$ cat src/rtl/vn_debias_fifo.sv
// Von Neumann debiaser feeding a small bit FIFO with a valid/ready output.
// Raw bits are paired without overlap: 01 -> 0, 10 -> 1, 00/11 are discarded.
// Surviving bits are queued for the downstream monobit core. Saturating
// keep/discard counters and a sticky overflow flag are exported for status.
module vn_debias_fifo #(
   parameter int DEPTH = 8,
   parameter int CNT_W = 16
) (
   input  logic                       clk,
   input  logic                       rst_n,
   input  logic                       ena,
   input  logic                       clear,
   input  logic                       raw_bit,
   input  logic                       raw_valid,
   output logic                       out_bit,
   output logic                       out_valid,
   input  logic                       out_ready,
   output logic [$clog2(DEPTH):0]     fill,
   output logic [CNT_W-1:0]           kept_cnt,
   output logic [CNT_W-1:0]           discard_cnt,
   output logic                       overflow
);

   localparam int PTR_W  = $clog2(DEPTH);
   localparam int FILL_W = PTR_W + 1;

   localparam logic [0:0] ST_EMPTY = 1'b0;
   localparam logic [0:0] ST_HALF  = 1'b1;

   logic [0:0]        state_q, state_d;
   logic              first_q, first_d;
   logic              mem_q [DEPTH];
   logic [PTR_W-1:0]  wr_ptr_q, rd_ptr_q;
   logic [FILL_W-1:0] fill_q;
   logic [CNT_W-1:0]  kept_q, disc_q;
   logic              ovf_q;
   logic              last_q;

   logic advance, pair_done, pair_keep, pair_drop;
   logic fifo_empty, fifo_full, pop_en, push_en, drop_bit;

   // Decode which pair event and which FIFO operations happen this cycle.
   always_comb begin
      advance    = ena & raw_valid & ~clear;
      pair_done  = advance & (state_q == ST_HALF);
      pair_keep  = pair_done & (raw_bit != first_q);
      pair_drop  = pair_done & (raw_bit == first_q);
      fifo_empty = (fill_q == '0);
      fifo_full  = (fill_q == FILL_W'(DEPTH));
      pop_en     = ~fifo_empty & out_ready & ~clear;
      push_en    = pair_keep & (~fifo_full | pop_en);
      drop_bit   = pair_keep & fifo_full & ~pop_en;
   end

   // Pair state machine: remember the first bit, resolve on the second.
   always_comb begin
      state_d = state_q;
      first_d = first_q;
      if (advance) begin
         case (state_q)
            ST_EMPTY: begin
               first_d = raw_bit;
               state_d = ST_HALF;
            end
            default: begin
               state_d = ST_EMPTY;
            end
         endcase
      end
   end

   // Pair state registers; a clear abandons any half-collected pair.
   always_ff @(posedge clk or negedge rst_n) begin
      if (!rst_n) begin
         state_q <= ST_EMPTY;
         first_q <= 1'b0;
      end else if (clear) begin
         state_q <= ST_EMPTY;
         first_q <= 1'b0;
      end else begin
         state_q <= state_d;
         first_q <= first_d;
      end
   end

   // FIFO storage; the kept bit of a differing pair is always the first bit.
   always_ff @(posedge clk) begin
      if (push_en) begin
         mem_q[wr_ptr_q] <= first_q;
      end
   end

   // Pointers and occupancy; pointers wrap naturally since DEPTH is a power of two.
   always_ff @(posedge clk or negedge rst_n) begin
      if (!rst_n) begin
         wr_ptr_q <= '0;
         rd_ptr_q <= '0;
         fill_q   <= '0;
      end else if (clear) begin
         wr_ptr_q <= '0;
         rd_ptr_q <= '0;
         fill_q   <= '0;
      end else begin
         if (push_en) begin
            wr_ptr_q <= wr_ptr_q + PTR_W'(1);
         end
         if (pop_en) begin
            rd_ptr_q <= rd_ptr_q + PTR_W'(1);
         end
         case ({push_en, pop_en})
            2'b10:   fill_q <= fill_q + FILL_W'(1);
            2'b01:   fill_q <= fill_q - FILL_W'(1);
            default: fill_q <= fill_q;
         endcase
      end
   end

   // Holds the most recently popped bit so out_bit is stable while empty.
   always_ff @(posedge clk or negedge rst_n) begin
      if (!rst_n) begin
         last_q <= 1'b0;
      end else if (pop_en) begin
         last_q <= mem_q[rd_ptr_q];
      end
   end

   // Saturating keep/discard counters and the sticky overflow flag.
   always_ff @(posedge clk or negedge rst_n) begin
      if (!rst_n) begin
         kept_q <= '0;
         disc_q <= '0;
         ovf_q  <= 1'b0;
      end else if (clear) begin
         kept_q <= '0;
         disc_q <= '0;
         ovf_q  <= 1'b0;
      end else begin
         if (push_en && !(&kept_q)) begin
            kept_q <= kept_q + CNT_W'(1);
         end
         if (pair_drop && !(&disc_q)) begin
            disc_q <= disc_q + CNT_W'(1);
         end
         if (drop_bit) begin
            ovf_q <= 1'b1;
         end
      end
   end

   assign out_bit     = fifo_empty ? last_q : mem_q[rd_ptr_q];
   assign out_valid   = ~fifo_empty;
   assign fill        = fill_q;
   assign kept_cnt    = kept_q;
   assign discard_cnt = disc_q;
   assign overflow    = ovf_q;

endmodule

$ cat config.mk
export PLATFORM = sky130hd
export DESIGN_NAME = vn_debias_fifo
export DESIGN_NICKNAME = d
export VERILOG_FILES = /design/src/rtl/vn_debias_fifo.sv
export SDC_FILE = /design/constraint.sdc
export NUM_CORES = 1
export LEC_CHECK = 0
export ABC_AREA = 1
export BUFFER_PORTS_ARGS = -buffer_cell sky130_fd_sc_hd__buf_4
export CAP_MARGIN = 20
export CELL_PAD_IN_SITES_DETAIL_PLACEMENT = 2
export CELL_PAD_IN_SITES_GLOBAL_PLACEMENT = 2
export CORE_MARGIN = 2
export CORE_UTILIZATION = 33
export CTS_BUF_LIST = sky130_fd_sc_hd__clkbuf_16
export DETAILED_ROUTE_END_ITERATION = 12
export PLACE_DENSITY_LB_ADDON = 0.1
export SLEW_MARGIN = 20
export SYNTH_ARGS = -nofsm -noshare
export SYNTH_HDL_FRONTEND = slang
export SYNTH_SLANG_ARGS = --single-unit
$ cat constraint.sdc
create_clock -name clk -period 2 [get_ports clk]
set_input_delay 0.2 -clock clk [delete_from_list [all_inputs] [get_ports clk]]
set_output_delay 0.2 -clock clk [all_outputs]
set_load 0.005 [all_outputs]
==> flow_summary_export.csv, run 1 <==
group,metric,value,unit
outcome,status,"finished clean",
sta,finalClockSkew,0.00688,ns
critical_path,timing.rr.end,"fill[2]",
synthesis,synth.area.mux_share,0,%
synthesis,yosys.area.top_type_share,37.4,%
synthesis,synthAdderAreaFrac,2.44,%
critical_path,rr_startpoint,"first_q",
synthesis,synth_edf_count,8,
synthesis,synthFlopType,"dfrtp_1",
critical_path,r2r_setup_slack,0.16,ns
finish,antenna_cells,0,
global_routing,antenna_found_initial,0,
clocking,cts_tree,"built",
synthesis,syn_area,3080,um^2
placement,hpwl,7090,um
finish,nets,460,
route,drc,0,
clocking,cts_made_buffers,5,
sta,layout_min_cycle_time,1.84,ns
clocking,h-tree-depth,2,
synthesis,syn_inst,390,
run,cap_violations,0,
finish,drive_above_1_share,20.1,%
critical_path,r2r_cells,11,
floorplanning,rows,35,
critical_path,crit_required,2.19,ns
floorplanning,dieArea,10100,um^2
global_routing,grt_pass1_vias,3157,
sta,period_share,92.1,%
critical_path,crit_path_max_fanout,11,
floorplanning,die_h,101,um
synthesis,synth-simple-area-share,29.4,%
sta,max_slew_margin,55.3,%
critical_path,worstPathArrival,2.03,ns
power,p_leak,0.00168,uW
global_routing,grt_max_degree,47,
hold_path,hp-class,"primary input to register",
route,drt_iter0_drc,62,
power,vdd_ir_drop_max,0.000331,V
synthesis,synth_top_family_by_area,"simple AND/OR/NAND/NOR gates",
clocking,clock-sinks,54,
clocking,cts.clk_slew.worst_paths,0.08,ns
route,drt_first_pass_iters,4,
synthesis,synth_compound_area_share,11.9,%
floorplanning,coreArea,9150,um^2
route,ant_nets,0,
synthesis,synth-seq-cells,54,
finish,final_area,3780,um^2
route,avgViaCountPerCell,5.09,
synthesis,synth.distinct_cells,36,
sta,rsz0062_at_grt,"yes",
synthesis,synth_top_area_cell,"dfrtp_1",
route,wl_per_cell,17.1,um
synthesis,synth_xor_area_share,3.99,%
global_routing,grt_usage,20.3,%
sta,worst_hold_slack,0.183,ns
clocking,clock-root-buffer,"clkbuf_16",
synthesis,async_flop_share,85.2,%
synthesis,synth.area.top_cells,"dfrtp_1 37%, nand2_1 10%, edfxtp_1 7.8%",
clocking,clockBufferDepth,2,
finish,syn2layout_area_growth,23.1,%
placement,gp_congestion,0.763,
sta,setup_viol,0,
route,wl,9570,um
sta,hold_violations,0,
critical_path,startpoint,"first_q",
placement,placed_area,3590,um^2
synthesis,yosys_warnings,0,
finish,final_cell_mix,"86 x nand2_1, 55 x buf_4, 44 x nor2_1, 44 x dfrtp_1, 42 x inv_1",
synthesis,seq_area_frac_synth,45.2,%
critical_path,endpoint,"fill[2]",
floorplanning,dieWidth,101,um
synthesis,avgSynthCellArea,7.89,um^2
finish,layout_commonest_cell,"nand2_1",
critical_path,criticalPathCategory,"register to register",
floorplanning,ioPinCount,46,
power,p_per_area,650,nW/um^2
floorplanning,initial_core_util,33.6,%
critical_path,endpoint_kind,"register",
sta,worst_pin_slew,0.670,ns
global_routing,grt_overflow,0,
sta,slew_viol_final,0,
clocking,post_cts_buffers,0,
global_routing,grt_pass1_wl,16200,um
clocking,clk_latency,0.30,ns
route,vias,2847,
critical_path,startpoint_type,"register",
sta,fmax,543,MHz
synthesis,synth_nets,403,
placement,io_buffers,45,
finish,fillCellCount,1087,
==> where the power goes <==
part	switching, uW	total (uW)	internal, uW	leakage (uW)
logic	211	354	143	0.000893
registers	41.7	1190	1140	0.000708
clock network	441	920	479	0.0000759
total	694	2460	1770	0.00168
==> worst max-delay path: stages, from the launching register on <==
cell	delay, ns
dfrtp_2	0.47
inv_1	0.12
nand2_1	0.06
nand2_1	0.10
nor2_4	0.06
nor2_4	0.13
nand2_1	0.08
and2_1	0.16
ha_1	0.17
a21oi_1	0.16
xor2_1	0.16
o21ai_1	0.07
==> cells in the mapped netlist (all sizes together) (2+ instances only) <==
cell type and number:
xnor2 2, o31ai 9, nor2 50, dfrtp 46, edfxtp 8, nand4 8, nand2 92, o21ai 37
buf 4, nor3 15, o21a 2, inv 47, xor2 12, a21oi 12, ha 6, nor4 2
nand3 30, clkbuf 2
==> cells by family (layout without fill, tap and decap cells) <==
family	Yosys count	count (layout)
AOI/OAI and AO/OA	63	63
buffers and inverters	53	111
DFF	54	54
xor gates and xnor gates	14	14
adders and majority gates	6	6
and+or+nand+nor	200	200
==> area by class of cell <==
class | count | area (um^2) | area share, %
Clock inverter | 3 | 28.8 | 0.760
Inverter | 47 | 181 | 4.79
Timing Repair Buffer | 56 | 423 | 11.2
Clock buffer | 5 | 125 | 3.31
Sequential cell | 54 | 1390 | 36.8
Tap cell | 111 | 139 | 3.67
Multi-Input combinational cell | 283 | 1490 | 39.5
==> metal layers <==
metal | track usage [%] | vias up | wire length, um
li1 | - | 1394 | -
met1 | 26.2 | 1413 | 4410
met2 | 36.4 | 31 | 4890
met3 | 2.57 | 9 | 180
met4 | 4.11 | 0 | 90
met5 | 0 | - | 0
==> worst min path at each step <==
stage | from | endpoint | slack, ns | cells past startpoint
floorplan | rst_n | discard_cnt[0] | -0.1 | 0
global placement | rst_n | wr_ptr_q[2] | 0.28 | 1
detailed placement | rst_n | kept_cnt[2] | 0.28 | 1
CTS | clear | discard_cnt[7] | 0.17 | 2
global route | clear | discard_cnt[7] | 0.19 | 2
finish | clear | discard_cnt[7] | 0.18 | 2
==> flip-flops by register name, summed over array words and instances (netlist names) <==
name,count
discard_cnt,16
kept_cnt,16
mem_q,8
fill,4
rd_ptr_q,3
wr_ptr_q,3
first_q,1
last_q,1
overflow,1
state_q,1
==> what timing repair did <==
| item | CTS | global route |
|---|---|---|
| setup endpoints to repair | 0 | 9 |
| endpoints found under the hold margin | 46 | 0 |
| hold buffers | 1 | 0 |
| resized for setup | 0 | 9 |
==> stage by stage <==
stage | power [uW] | cells | utilization, % | worst slack, ns | TNS [ns]
5_1_grt | 2580 | 559 | 41.4 | -0.0174 | -0.0665
3_3_place_gp | 1530 | 550 | 39.2 | 0.176 | 0
2_1_floorplan | 1380 | 390 | - | 0.204 | 0
4_1_cts | 2500 | 559 | 41.0 | 0.0674 | 0
3_5_place_dp | 1550 | 550 | 39.2 | 0.0878 | 0
6_report | 2460 | 559 | 41.4 | 0.157 | 0
(Power assumes the default switching activity.)
==> run 2: changes to the inputs <==
--- a/config.mk
+++ b/config.mk
@@ -14,6 +14,7 @@
 export CORE_UTILIZATION = 33
 export CTS_BUF_LIST = sky130_fd_sc_hd__clkbuf_16
 export DETAILED_ROUTE_END_ITERATION = 12
+export GPL_ROUTABILITY_DRIVEN = 1
 export PLACE_DENSITY_LB_ADDON = 0.1
 export SLEW_MARGIN = 20
 export SYNTH_ARGS = -nofsm -noshare
==> constraint.sdc (replaced) <==
create_clock -name clk -period 2 [get_ports clk]
set_input_delay 0.2 -clock clk [delete_from_list [all_inputs] [get_ports clk]]
set_output_delay 0.2 -clock clk [all_outputs]
set_load 0.05 [all_outputs]
==> flow_summary_export.csv, run 2 (synthesis gave the netlist of run 1 again) <==
group,metric,value,unit
outcome,status,"finished clean",
sta,finalClockSkew,0.0116,ns
route,wl,9150,um
floorplanning,rows,35,
clocking,post_cts_buffers,0,
power,power.net_switching,770,uW
hold_path,hp-class,"primary input to register",
finish,syn2layout_area_growth,23.6,%
clocking,clockBufferDepth,2,
clocking,clk_latency,0.29,ns
critical_path,max_stage_delay,0.47,ns
finish,drive_above_1_share,20.8,%
clocking,h-tree-depth,2,
power,p_leak,0.00167,uW
clocking,cts_tree,"built",
run,cap_violations,0,
sta,finalSetupTns,0,ns
placement,gp_congestion,0.756,
finish,layout_commonest_cell,"nand2_1",
critical_path,critPathSlowestCell,"dfrtp_2",
critical_path,criticalPathCategory,"register to primary output",
placement,hpwl,7080,um
sta,slew_viol_final,0,
sta,hold_violations,0,
route,ant_nets,0,
power,p_per_area,696,nW/um^2
placement,io_buffers,45,
floorplanning,die_h,101,um
sta,period_share,91.9,%
power,p_seq_share,45.1,%
global_routing,grt_pass1_wl,15200,um
placement,dp.cells,550,
power,finalPower,2640,uW
global_routing,grt_overflow,0,
sta,fmax,544,MHz
clocking,clock-root-buffer,"clkbuf_16",
route,drc,0,
sta,worst_slack,0.161,ns
finish,fin_cells,559,
floorplanning,ioPinCount,46,
finish,final_cell_mix,"85 x nand2_1, 55 x buf_4, 45 x nor2_1",
global_routing,antenna_found_initial,0,
critical_path,startpoint_type,"register",
placement,dp_slack,0.119,ns
floorplanning,dieArea,10100,um^2
critical_path,crit_path_max_fanout,8,
floorplanning,initial_core_util,33.6,%
finish,nets,460,
sta,max_slew_margin,56.2,%
route,vias,2843,
sta,rsz0062_at_grt,"no",
critical_path,path_buf_inv,2,
power,p_clk_share,37.9,%
floorplanning,dieWidth,101,um
power,vdd_ir_drop_max,0.000375,V
route,drt_first_pass_iters,6,
sta,worst_pin_slew,0.657,ns
global_routing,grt_max_degree,47,
route,drt_iter0_drc,94,
critical_path,critPathTopFamily,"compound AO/OA/AOI/OAI gates",
route,wl_per_cell,16.4,um
clocking,cts_made_buffers,5,
critical_path,crit_required,1.80,ns
critical_path,r2r_setup_slack,0.18,ns
clocking,cts.clk_slew.worst_paths,0.07,ns
critical_path,endpoint_kind,"primary output",
global_routing,grt_usage,18.9,%
power,sw_frac_of_total,29.1,%
sta,setup_viol,0,
sta,layout_min_cycle_time,1.84,ns
power,p_int,1880,uW
route,avgViaCountPerCell,5.09,
global_routing,grt_pass1_vias,3043,
critical_path,worstPathArrival,1.64,ns
floorplanning,coreArea,9150,um^2
finish,antenna_cells,0,
critical_path,crit_chain,"inv_2 > nor2_1 > o32ai_1 > o21ai_1 > a21oi_1 > buf_4",
power,power_frac_comb,17.0,%
clocking,clock-sinks,54,
==> run 2: changes by cell type in the layout (fill, tap and decap cells not counted), moves of 2 or more <==
cell,previous run,this run
dfrtp_1,44,41
dfrtp_2,2,5
clkinv_4,2,0
clkinvlp_4,0,2
==> run 2: repair_timing <==
| action | 4_1_cts | 5_1_grt |
|---|---|---|
| cloned | 0 | 0 |
| hold endpoints to repair | 46 | 0 |
| endpoints found under the setup margin | 1 | 5 |
| resized for setup | 1 | 7 |
| hold buffers | 1 | 0 |
==> run 2: layout make-up <==
cell class,instances,area (um^2)
flip-flops and latches,54,1400
well taps,111,139
fillers,1068,5350
inverters,47,181
clock buffers,5,125
multi-input cells,283,1490
clock inverters,3,45.0
repair buffers,56,423
==> run 2: final timing paths <==
path                             startpoint             end  cells after the start
worst min-delay path                  clear  discard_cnt[7]                      2
min in group asynchronous             rst_n         fill[3]                      2
max in group asynchronous             rst_n         fill[1]                      2
worst max-delay path            rd_ptr_q[0]         out_bit                      6
worst max register to register      fill[1]         fill[2]                     11
worst min register to register       last_q          last_q                      2
==> run 2: metal layers <==
layer,wire length [um],global-route usage [%]
met1,4230,24.7
met2,4650,33.7
met3,228,2.70
met4,49,3.16
met5,0,0
==> run 2: through the flow <==
stage	util [%]	cell area, um^2	hold slack (ns)
final	41.5	3800	0.211
after global routing	41.5	3800	0.229
after CTS	41.3	3780	0.218
after detailed placement	39.3	3600	0.281
after global placement	39.3	3600	0.278
after floorplan	-	3090	-0.0956
==> run 2: power by group through the flow <==
stage | Clock [uW] | Sequential, uW | Combinational, uW
CTS | 1030 | 1190 | 455
global placement | 0 | 1210 | 441
floorplan | 0 | 1240 | 262
detailed placement | 0 | 1210 | 452
finish | 1000 | 1190 | 450
global route | 1070 | 1200 | 501
==> run 3: changes to the inputs <==
--- a/config.mk
+++ b/config.mk
@@ -10,9 +10,8 @@
 export CAP_MARGIN = 20
 export CELL_PAD_IN_SITES_DETAIL_PLACEMENT = 2
 export CELL_PAD_IN_SITES_GLOBAL_PLACEMENT = 2
-export CORE_MARGIN = 2
-export CORE_UTILIZATION = 33
-export CTS_BUF_LIST = sky130_fd_sc_hd__clkbuf_16
+export CORE_UTILIZATION = 34
+export CTS_BUF_LIST = sky130_fd_sc_hd__clkbuf_8
 export DETAILED_ROUTE_END_ITERATION = 12
 export GPL_ROUTABILITY_DRIVEN = 1
 export PLACE_DENSITY_LB_ADDON = 0.1
==> flow_summary_export.csv, run 3 (synthesis gave the netlist of run 1 again) <==
group,metric,value,unit
global_routing,grt_usage,20.9,%
placement,placed_area,3580,um^2
placement,dp.cells,545,
finish,antenna_cells,0,
route,ant_nets,0,
sta,setup_viol,0,
clocking,cts.clk_slew.worst_paths,0.11,ns
global_routing,grt_overflow,0,
floorplanning,coreArea,8720,um^2
sta,period_share,94.1,%
power,p_per_area,645,nW/um^2
floorplanning,ioPinCount,46,
power,vdd_ir_drop_max,0.000296,V
power,sw_frac_of_total,31.6,%
run,cap_violations,0,
floorplanning,dieWidth,97.1,um
clocking,clockBufferDepth,2,
power,p_int,1670,uW
clocking,clk_latency,0.31,ns
power,finalPower,2440,uW
critical_path,crit_path_max_fanout,7,
power,power_frac_comb,19.3,%
finish,final_cell_mix,"84 x nand2_1, 59 x buf_4, 45 x nor2_1",
placement,gp_congestion,0.773,
critical_path,criticalPathCategory,"register to primary output",
finish,nets,464,
sta,max_slew_margin,57.3,%
finish,layout_commonest_cell,"nand2_1",
power,p_seq_share,48.9,%
critical_path,max_stage_delay,0.47,ns
sta,fmax,531,MHz
finish,fin_cells,560,
route,vias,2883,
clocking,h-tree-depth,2,
critical_path,worstPathArrival,1.68,ns
sta,worst_pin_slew,0.640,ns
sta,worst_hold_slack,0.201,ns
floorplanning,initial_core_util,35.3,%
route,drt_first_pass_iters,3,
route,wl,9340,um
global_routing,antenna_found_initial,0,
global_routing,grt_max_degree,47,
power,power.net_switching,770,uW
route,avgViaCountPerCell,5.15,
finish,final_area,3780,um^2
outcome,status,"finished clean",
hold_path,hp-class,"primary input to register",
finish,syn2layout_area_growth,22.8,%
route,wl_per_cell,16.7,um
critical_path,startpoint_type,"register",
placement,io_buffers,45,
global_routing,grt_pass1_wl,15900,um
sta,finalClockSkew,0.00334,ns
power,p_clk_share,31.8,%
finish,fin_util,43.3,%
power,p_leak,0.00169,uW
sta,layout_min_cycle_time,1.88,ns
sta,rsz0062_at_grt,"yes",
placement,hpwl,7060,um
clocking,clock-sinks,54,
critical_path,endpoint_kind,"primary output",
critical_path,crit_required,1.80,ns
clocking,cts_made_buffers,5,
critical_path,crit_chain,"inv_1 > nor2_1 > o32ai_1 > o21ai_1 > a21oi_1 > buf_4",
floorplanning,dieArea,9430,um^2
sta,slew_viol_final,0,
critical_path,critPathSlowestCell,"dfrtp_2",
finish,drive_above_1_share,21.7,%
floorplanning,rows,34,
sta,hold_violations,0,
route,drc,0,
floorplanning,die_h,97.1,um
route,drt_iter0_drc,56,
clocking,clock-root-buffer,"clkbuf_8",
global_routing,grt_pass1_vias,3167,
clocking,cts_tree,"built",
-- run 3: area by class of cell --
| class | count | area (um^2) |
|---|---|---|
| clock buffer | 5 | 68.8 |
| clock inverter | 3 | 45.0 |
| fill | 1022 | 4940 |
| inverter | 47 | 181 |
| multi-input combinational | 283 | 1500 |
| sequential | 54 | 1400 |
| tap | 108 | 135 |
| timing repair buffer | 60 | 453 |
-- run 3: repair_timing --
action | CTS | global route
endpoints found under the hold margin | 46 | 0
resized for setup | 0 | 8
hold buffers | 1 | 0
endpoints found under the setup margin | 0 | 21
buffers inserted | 0 | 6
-- run 3: critical path, delay by kind of cell (launching register included) --
kind,cells,cell delay (ns)
AOI/OAI and AO/OA,3,0.49
buffers and inverters,2,0.34
DFF,1,0.47
and+or+nand+nor,1,0.06
-- run 3: path summary, 6_finish.rpt --
check	cells past startpoint	to	slack [ns]	from
hold reg to reg	0	mem_q[6]	0.51	first_q
setup reg to reg	11	fill[2]	0.13	fill[0]
min in group asynchronous	2	wr_ptr_q[2]	0.43	rst_n
setup / recovery	6	out_bit	0.12	rd_ptr_q[0]
max in group asynchronous	2	fill[3]	1.10	rst_n
hold / removal	3	wr_ptr_q[2]	0.20	clear
-- run 3: power groups by stage --
stage	registers (uW)	clock network, uW	logic, uW
final	1190	775	469
after global routing	1200	844	517
after CTS	1190	804	458
after detailed placement	1210	0	455
after global placement	1210	0	437
after floorplan	1240	0	262
-- run 3: per-stage QoR --
step	setup TNS [ns]	setup WS, ns
2_1_floorplan	0	0.0136
5_1_grt	-0.0465	-0.0319
6_report	0	0.117
4_1_cts	0	0.00254
3_3_place_gp	0	0.181
3_5_place_dp	0	0.0642
-- run 3: layer usage --
| metal | up-vias | wire (um) | global-route usage (%) |
|---|---|---|---|
| met5 | - | 0 | 0 |
| met4 | 0 | 74 | 4.13 |
| met3 | 5 | 179 | 2.66 |
| met2 | 30 | 4730 | 37.8 |
| met1 | 1442 | 4360 | 26.6 |
| li1 | 1406 | - | - |
